$ cat src/rtl/af_sweep_ctrl.sv
`default_nettype none
// ============================================================================
// Module   : af_sweep_ctrl
// Purpose  : Autofocus coarse-sweep scheduler. Steps the VCM through lens
//            positions 0, COARSE_STEP, 2*COARSE_STEP ... up to MAX_POS. At
//            each point it waits SETTLE_FRAMES frame ends, samples one
//            sharpness sum and tracks the sharpest position. At the end of the
//            sweep it commands the VCM to the best position found.
// Revision : 1.0 - initial release
// ----------------------------------------------------------------------------
// Ports
//   VIDEO_CLK  in   1       sole clock
//   RESET      in   1       synchronous active-high reset
//   START      in   1       pulse, begins a sweep when idle
//   FRAME_END  in   1       pulse, SHARP valid in this cycle
//   SHARP      in   SUM_W   sharpness sum of the frame just ended
//   WR_REQ     out  1       VCM write request (registered)
//   WR_POS     out  STEP_W  requested position, stable while WR_REQ=1
//   WR_ACK     in   1       writer accepted WR_POS
//   BUSY       out  1       sweep in progress
//   DONE       out  1       pulse once the final move is acknowledged
//   BEST_POS   out  STEP_W  best position of last completed/running sweep
//   STATE      out  3       state code for status LEDs
// ============================================================================
module af_sweep_ctrl #(
  parameter int STEP_W        = 10,
  parameter int SUM_W         = 24,
  parameter int COARSE_STEP   = 32,
  parameter int MAX_POS       = 1023,
  parameter int SETTLE_FRAMES = 2
) (
  input  logic              VIDEO_CLK,
  input  logic              RESET,
  input  logic              START,
  input  logic              FRAME_END,
  input  logic [SUM_W-1:0]  SHARP,
  output logic              WR_REQ,
  output logic [STEP_W-1:0] WR_POS,
  input  logic              WR_ACK,
  output logic              BUSY,
  output logic              DONE,
  output logic [STEP_W-1:0] BEST_POS,
  output logic [2:0]        STATE
);

  localparam int                c_CNT_W    = (SETTLE_FRAMES > 1) ? $clog2(SETTLE_FRAMES) : 1;
  localparam logic [c_CNT_W-1:0] c_CNT_LAST = c_CNT_W'(SETTLE_FRAMES - 1);
  localparam logic [STEP_W:0]   c_STEP     = (STEP_W+1)'(COARSE_STEP);
  localparam logic [STEP_W:0]   c_MAX      = (STEP_W+1)'(MAX_POS);

  typedef enum logic [2:0] {
    S_IDLE     = 3'd0,
    S_MOVE     = 3'd1,
    S_SETTLE   = 3'd2,
    S_MEASURE  = 3'd3,
    S_EVAL     = 3'd4,
    S_FINAL    = 3'd5,
    S_FIN_WAIT = 3'd6
  } state_t;

  state_t              r_state,      w_state_nxt;
  logic [STEP_W-1:0]   r_pos,        w_pos_nxt;
  logic [SUM_W-1:0]    r_cur,        w_cur_nxt;
  logic [SUM_W-1:0]    r_best_sharp, w_best_sharp_nxt;
  logic [STEP_W-1:0]   r_best_pos,   w_best_pos_nxt;
  logic [c_CNT_W-1:0]  r_cnt,        w_cnt_nxt;
  logic                r_wr_req,     w_wr_req_nxt;
  logic [STEP_W-1:0]   r_wr_pos,     w_wr_pos_nxt;
  logic                r_busy,       w_busy_nxt;
  logic                r_done,       w_done_nxt;

  // Next sweep point is one bit wider so overflow past MAX_POS is visible.
  logic [STEP_W:0]     w_next_pos;
  logic                w_better;
  logic                w_early;

  assign w_next_pos = {1'b0, r_pos} + c_STEP;
  assign w_better   = (r_cur > r_best_sharp);
  // Early exit: sharpness dropped below 75% of the pre-update peak.
  assign w_early    = (r_best_sharp != '0) &&
                      (r_cur < (r_best_sharp - (r_best_sharp >> 2)));

  always_comb begin
    w_state_nxt      = r_state;
    w_pos_nxt        = r_pos;
    w_cur_nxt        = r_cur;
    w_best_sharp_nxt = r_best_sharp;
    w_best_pos_nxt   = r_best_pos;
    w_cnt_nxt        = r_cnt;
    w_wr_req_nxt     = r_wr_req;
    w_wr_pos_nxt     = r_wr_pos;
    w_busy_nxt       = r_busy;
    w_done_nxt       = 1'b0;

    case (r_state)
      S_IDLE: begin
        if (START) begin
          w_best_sharp_nxt = '0;
          w_best_pos_nxt   = '0;
          w_pos_nxt        = '0;
          w_wr_req_nxt     = 1'b1;
          w_wr_pos_nxt     = '0;
          w_busy_nxt       = 1'b1;
          w_state_nxt      = S_MOVE;
        end
      end
      S_MOVE: begin
        // WR_REQ is always high in this state, so any ACK here is valid.
        if (WR_ACK) begin
          w_wr_req_nxt = 1'b0;
          w_cnt_nxt    = '0;
          w_state_nxt  = (SETTLE_FRAMES == 0) ? S_MEASURE : S_SETTLE;
        end
      end
      S_SETTLE: begin
        if (FRAME_END) begin
          if (r_cnt == c_CNT_LAST) begin
            w_state_nxt = S_MEASURE;
          end else begin
            w_cnt_nxt = r_cnt + 1'b1;
          end
        end
      end
      S_MEASURE: begin
        if (FRAME_END) begin
          w_cur_nxt   = SHARP;
          w_state_nxt = S_EVAL;
        end
      end
      S_EVAL: begin
        if (w_better) begin
          w_best_sharp_nxt = r_cur;
          w_best_pos_nxt   = r_pos;
        end
        w_wr_req_nxt = 1'b1;
        if (w_early || (w_next_pos > c_MAX)) begin
          // The final target must include a best update made this cycle.
          w_wr_pos_nxt = w_better ? r_pos : r_best_pos;
          w_state_nxt  = S_FINAL;
        end else begin
          w_pos_nxt    = w_next_pos[STEP_W-1:0];
          w_wr_pos_nxt = w_next_pos[STEP_W-1:0];
          w_state_nxt  = S_MOVE;
        end
      end
      S_FINAL: begin
        if (WR_ACK) begin
          w_wr_req_nxt = 1'b0;
          w_done_nxt   = 1'b1;
          w_busy_nxt   = 1'b0;
          w_state_nxt  = S_FIN_WAIT;
        end
      end
      S_FIN_WAIT: begin
        w_state_nxt = S_IDLE;
      end
      default: begin
        w_wr_req_nxt = 1'b0;
        w_busy_nxt   = 1'b0;
        w_state_nxt  = S_IDLE;
      end
    endcase
  end

  always_ff @(posedge VIDEO_CLK) begin
    if (RESET) begin
      r_state      <= S_IDLE;
      r_pos        <= '0;
      r_cur        <= '0;
      r_best_sharp <= '0;
      r_best_pos   <= '0;
      r_cnt        <= '0;
      r_wr_req     <= 1'b0;
      r_wr_pos     <= '0;
      r_busy       <= 1'b0;
      r_done       <= 1'b0;
    end else begin
      r_state      <= w_state_nxt;
      r_pos        <= w_pos_nxt;
      r_cur        <= w_cur_nxt;
      r_best_sharp <= w_best_sharp_nxt;
      r_best_pos   <= w_best_pos_nxt;
      r_cnt        <= w_cnt_nxt;
      r_wr_req     <= w_wr_req_nxt;
      r_wr_pos     <= w_wr_pos_nxt;
      r_busy       <= w_busy_nxt;
      r_done       <= w_done_nxt;
    end
  end

  assign WR_REQ   = r_wr_req;
  assign WR_POS   = r_wr_pos;
  assign BUSY     = r_busy;
  assign DONE     = r_done;
  assign BEST_POS = r_best_pos;
  assign STATE    = r_state;

endmodule
`default_nettype wire
$ cat config.mk
export PLATFORM = sky130hd
export DESIGN_NAME = af_sweep_ctrl
export DESIGN_NICKNAME = d
export VERILOG_FILES = /design/src/rtl/af_sweep_ctrl.sv
export SDC_FILE = /design/constraint.sdc
export NUM_CORES = 1
export LEC_CHECK = 0
export CAP_MARGIN = 30
export CORE_AREA = 2 2 148 78
export DETAILED_ROUTE_END_ITERATION = 16
export DIE_AREA = 0 0 150 80
export GPL_TIMING_DRIVEN = 0
export PLACE_DENSITY = 0.76
export SETUP_SLACK_MARGIN = 0.2
export SYNTH_ARGS = -nofsm -noshare
export SYNTH_HDL_FRONTEND = slang
export SYNTH_SLANG_ARGS = --single-unit
$ cat constraint.sdc
create_clock -name VIDEO_CLK -period 3.92 [get_ports VIDEO_CLK]
set_input_delay 0.784 -clock VIDEO_CLK [delete_from_list [all_inputs] [get_ports VIDEO_CLK]]
set_output_delay 0.784 -clock VIDEO_CLK [all_outputs]
set_load 0.005 [all_outputs]
# == Word level (Yosys, flattened, before mapping) ==
# Cells that the tools add are included.
# word_totals
register_bits,85
inputBits,29
output_inout_bits,26
# op_classes
n_addsub,3
order_cmp,3
eq_ne,15
mux,26
bitwise,3
n_reduce_logical,18
# ops
cell,n
$pmux W10 S2,3
$mux W24,2
$pmux W24 S2,1
$mux W10,4
$gt A24 B24 Y1,1
$lt A24 B24 Y1,1
$reduce_bool A24 Y1,1
$sub A24 B22 Y24,1
$mux W3,7
$pmux W3 S6,1
$ne A2 B2 Y1 const B,8
$reduce_and A3 Y1,5
$add A10 B6 Y11 const B,1
$gt A11 B10 Y1 const B,1
$eq A3 B3 Y1 const B,3
$eq A3 B2 Y1 const B,2
$reduce_and A6 Y1,1
$mux W1,5
$reduce_or A5 Y1,1
$pmux W1 S4,1
$reduce_and A2 Y1,2
$reduce_bool A2 Y1,2
$reduce_or A2 Y1,2
$eq A3 B1 Y1 const B,1
9 further kinds,11

# == Depth between registers and ports, before layout ==
# depth
ltp_word,6
mapped_depth,22
ltp_nobuf,21

# == Least setup slack after synthesis ==
# OpenSTA, ideal clock, no wires.
# synth_timing
kind,reg2reg
startpoint,register r_best_sharp[2]
endpoint,"register r_wr_pos[9], in the netlist WR_POS[9]"
setup_time_ps,103
arrival_time_ps,4016
t_required_ps,3817
slack_ps,-199
stages_incl_launch_ff,21
period_less_slack_ps,4119
path_cell_list,dfxtp_1 > ha_1 > inv_1 > fa_1 > a211oi_1 > nor2_1 > a2111oi_2 > nor3_2 > a41oi_2 > a21oi_2 > a211o_1 > ha_1 > nand4_1 > nor4_1 > o21ai_0 > a21oi_1 > o31ai_2 > and2_1 > buf_4 > nor3b_1 > a2111oi_2
# synth_between
elab_chain_len,6
# synth_lines
item,line_no,rtl
from (decl),64,"logic [SUM_W-1:0] r_best_sharp, w_best_sharp_nxt;"
from (signal assigned),181,r_best_sharp <= w_best_sharp_nxt;
$sub A24 B22 Y24,81,(r_cur < (r_best_sharp - (r_best_sharp >> 2)));
$lt A24 B24 Y1,81,
$logic_and A1 B1 Y1,80,assign w_early = (r_best_sharp != '0) &&
$logic_or A1 B1 Y1,136,if (w_early || (w_next_pos > c_MAX)) begin
$mux W10 (*),136,
$pmux W10 S2 (*),95,case (r_state)
to (signal assigned),185,r_wr_pos <= w_wr_pos_nxt;
to (decl),68,"logic [STEP_W-1:0] r_wr_pos, w_wr_pos_nxt;"
# Every way passes the cells marked *; elsewhere a longest branch is shown, timed or not.
# A chain may end at the register's enable or synchronous reset.

# == Final worst setup path ==
# Same ends and word-level chain as after synthesis.

==> results.ini <==
[clock_tree]
clk_latency_ns = 0.34
cts_buffers = 9
clock_path_buffers = 2
cts_tree = done
cts_hold_buf = 0
clk_pin_slew_worst_paths_ns = 0.06
clock-sinks = 80
cts_max_level = 3
root_buffer = clkbuf_16

[detailed_routing]
wl_met1_um = 8790
met2_length_um = 7200
wire_per_inst_um = 19.4
ant_nets = 0
drt_first_pass_iters = 5
dr_wl_met3_um = 1840
via_count = 5740
routed.top_layer = met4
drt_iter0_drc = 621
route.detailed.drc = 0
avgViaCountPerCell = 6.16
routed_wl_um = 18100

[timing]
slew_headroom_pct = 49.9
finClkSkew_ns = 0.00807
hold_violations = 0
layout_setup_ws_ns = -0.564
hold_ws_ns = 0.482
tightestPinTransition_ns = 0.752
maxSlewViolCount = 0
tns_ns = -7.63
setup_viol = 16
rsz0062_at_grt = yes
layout_min_cycle_time_ns = 4.48
fin_crit_sh_pct = 114
max_freq_mhz = 223

[hold_path]
hold_class = flip-flop to flip-flop
worstHoldStart = BEST_POS[9]
hold_path_end = BEST_POS[9]
hold_depth = 2

[die]
rows = 27
die_height_um = 80
start_util_pct = 51.0
num_io_pins = 55
fp.dieW_um = 150
core_um2 = 10700
dieArea_um2 = 12000

[global_routing]
grt_pass1_vias = 5397
antenna_found_initial = 0
grt_overflow = 0
grt_pass1_wl_um = 28300
grt_max_degree = 15
grtUsageTotal_pct = 30.7

[logic_synthesis]
ys_seq_area_share_pct = 29.4
synth_largest_area_cell = dfxtp_1
synth_nets = 794
synthTopCellsByArea = dfxtp_1 (29%), ha_1 (16%), a21oi_1 (9.5%)
synthSimpleGateAreaFrac_pct = 23.0
synthMostInstantiatedCell = a21oi_1
syn_inst = 694
syn_area_um2 = 5440
ys_warn_count = 0
yosys.cell_types.count = 66
synth_edf_count = 0
synth.area.mux_share_pct = 0.368
synth_top_area_share_pct = 29.4
avgSynthCellArea_um2 = 7.84
synth_compound_area_share_pct = 22.5
ys_seq_elements = 80
synth_fa_ha_area_share_pct = 16.5
synth_top_family_by_area = simple AND/OR/NAND/NOR gates
synth_commonest_cells = a21oi_1 (103), nand2_1 (97), dfxtp_1 (80), ha_1 (70), nand3_1 (42)
synth_flop_cell = dfxtp_1
synth_xor_area_share_pct = 3.06
synth-async-reset-ratio_pct = 0

[final_layout]
drive_above_1_share_pct = 15.0
post-route-util_pct = 65.4
diodes = 0
stdcell_count = 932
nets = 882
syn_to_final_growth_pct = 28.3

[placed_design]
dp_cells = 892
dpl.hpwl_um = 13400
place_ws_ns = -0.889
portBuffers = 53
place.gp.congestion = 0.953

[critical_path]
path_buf_inv = 3
critPathSlowestCell = dfxtp_4
worstSetupStartpointType = flip-flop
r2r_end = WR_POS[9]
path_class = flip-flop to flip-flop
required_ns = 4.15
critPathArrivalTime_ns = 4.72
crit_path_end_kind = flip-flop
r2r_start = r_best_sharp[2]
cpLargestDelayFamily = compound AO/OA/AOI/OAI gates
worstPathCellList = ha_4 > inv_2 > fa_2 > a211oi_4 > nor2_2 > a2111oi_4 > nor3_2 > buf_4 > a41oi_4 > a21oi_4 > xnor2_1 > ha_1 > nand4_1 > nor4_2 > o21ai_1 > a21oi_2 > o31ai_2 > and2_1 > buf_6 > nor3b_4 > a2111oi_2
rrSetupSlack_ns = -0.56
cpPeakStageDelay_ns = 0.38
worstPathMaxFanout = 6
reg2reg_depth = 21

[power]
p_sw_uw = 613
p_per_area_nw_per_um2 = 292
power_switching_share_pct = 30.0
combPwrFrac_pct = 18.4
peakVddDrop_uv = 222
clkPwrFrac_pct = 39.7
power_frac_seq_pct = 41.9
p_leak_nw = 2.63
intPower_mw = 1.43

[status]
violations = negative setup slack
status = finished, violations left

[job]
drv_cap = 0

flip-flops by register name, summed over array words and instances (netlist names), 3 cells and up:
| name | flops |
|---|---|
| WR_POS | 10 |
| r_best_sharp | 24 |
| r_pos | 5 |
| STATE | 3 |
| r_cur | 24 |
| BEST_POS | 10 |
repair_timing:
action	in CTS	in global routing
gates cloned	1	0
gates resized for setup	44	29
setup endpoints to repair	16	16
setup buffers	16	7
pin swaps	28	27
cell type report:
class	instances	area, µm²
clock buffer	11	243
sequential	80	1620
buffer	29	138
timing repair buffer	77	729
inverter	40	150
fill	904	3690
clock inverter	5	41.3
multi-input combinational	545	3880
tap	145	181
stage by stage:
step / area (µm²) / total power, mW
2_1_floorplan: 5490 / 1.07
3_3_place_gp: 6200 / 1.20
3_5_place_dp: 6200 / 1.21
4_1_cts: 6770 / 2.01
5_1_grt: 6980 / 2.11
6_report: 6980 / 2.04
worst max-delay path by stage:
| stage | start | endpoint | slack (ns) | cells after the start |
|---|---|---|---|---|
| finish | r_best_sharp[2] | WR_POS[9] | -0.56 | 21 |
| detailed placement | r_best_sharp[12] | r_pos[9] | -0.89 | 20 |
| global placement | r_best_sharp[12] | r_pos[9] | -0.67 | 20 |
| global route | r_best_sharp[2] | WR_POS[9] | -0.74 | 21 |
| floorplan | r_best_sharp[0] | WR_POS[7] | 0.12 | 21 |
| CTS | r_best_sharp[2] | WR_POS[7] | -0.50 | 21 |
tightest hold or removal path: cells and delay by family (launching register included):
kind               cells  cell delay (ns)
AOI/OAI and AO/OA      1             0.05
DFF                    1             0.32
and+or+nand+nor        1             0.06
logic make-up (layout without fill, tap and decap cells):
| group | Yosys count | count (layout) |
|---|---|---|
| AO/OA/AOI/OAI | 199 | 199 |
| XOR/XNOR | 19 | 19 |
| adder cells (fa/ha/maj) | 71 | 71 |
| buffers and inverters | 69 | 162 |
| flip-flops | 80 | 80 |
| multiplexers | 2 | 2 |
| AND/OR/NAND/NOR | 254 | 254 |
cell usage in the layout, fill, tap and decap left out, types with 3 or more instances in the layout:
| cell | instances |
|---|---|
| clkdlybuf4s50_1 | 53 |
| a31oi_1 | 4 |
| o21ai_1 | 7 |
| dfxtp_1 | 70 |
| xor2_1 | 9 |
| nand3b_1 | 3 |
| nor4_1 | 8 |
| nand4_1 | 10 |
| a32oi_1 | 3 |
| xnor2_1 | 10 |
| nor3_1 | 9 |
| nor3_2 | 3 |
| ha_4 | 3 |
| nor2b_1 | 9 |
| ha_1 | 64 |
| clkbuf_16 | 9 |
| a211oi_1 | 5 |
| o21bai_1 | 4 |
| nand2_1 | 96 |
| and2_1 | 9 |
| dfxtp_2 | 9 |
| nand3_1 | 41 |
| o21ai_0 | 22 |
| nor2_1 | 32 |
| and3_1 | 4 |
| nand2b_1 | 8 |
| buf_4 | 22 |
| a21oi_2 | 7 |
| a21o_1 | 7 |
| buf_6 | 7 |
| a21oi_1 | 95 |
| clkbuf_1 | 23 |
| ha_2 | 3 |
| a32oi_2 | 3 |
| inv_1 | 38 |
| a211oi_2 | 3 |
| o211ai_1 | 4 |
power groups by stage:
| stage | combinational (mW) | sequential (mW) | clock, mW |
|---|---|---|---|
| 2_1_floorplan | 0.210 | 0.865 | 0 |
| 3_3_place_gp | 0.331 | 0.870 | 0 |
| 3_5_place_dp | 0.338 | 0.870 | 0 |
| 4_1_cts | 0.348 | 0.852 | 0.808 |
| 5_1_grt | 0.406 | 0.855 | 0.845 |
| 6_report | 0.374 | 0.854 | 0.810 |
layer usage:
| layer | vias to the layer above | track usage (%) |
|---|---|---|
| li1 | 2674 | - |
| met1 | 2722 | 47.0 |
| met2 | 302 | 42.9 |
| met3 | 42 | 7.77 |
| met4 | 0 | 5.38 |
| met5 | - | 0 |
(Power assumes the default switching activity.)
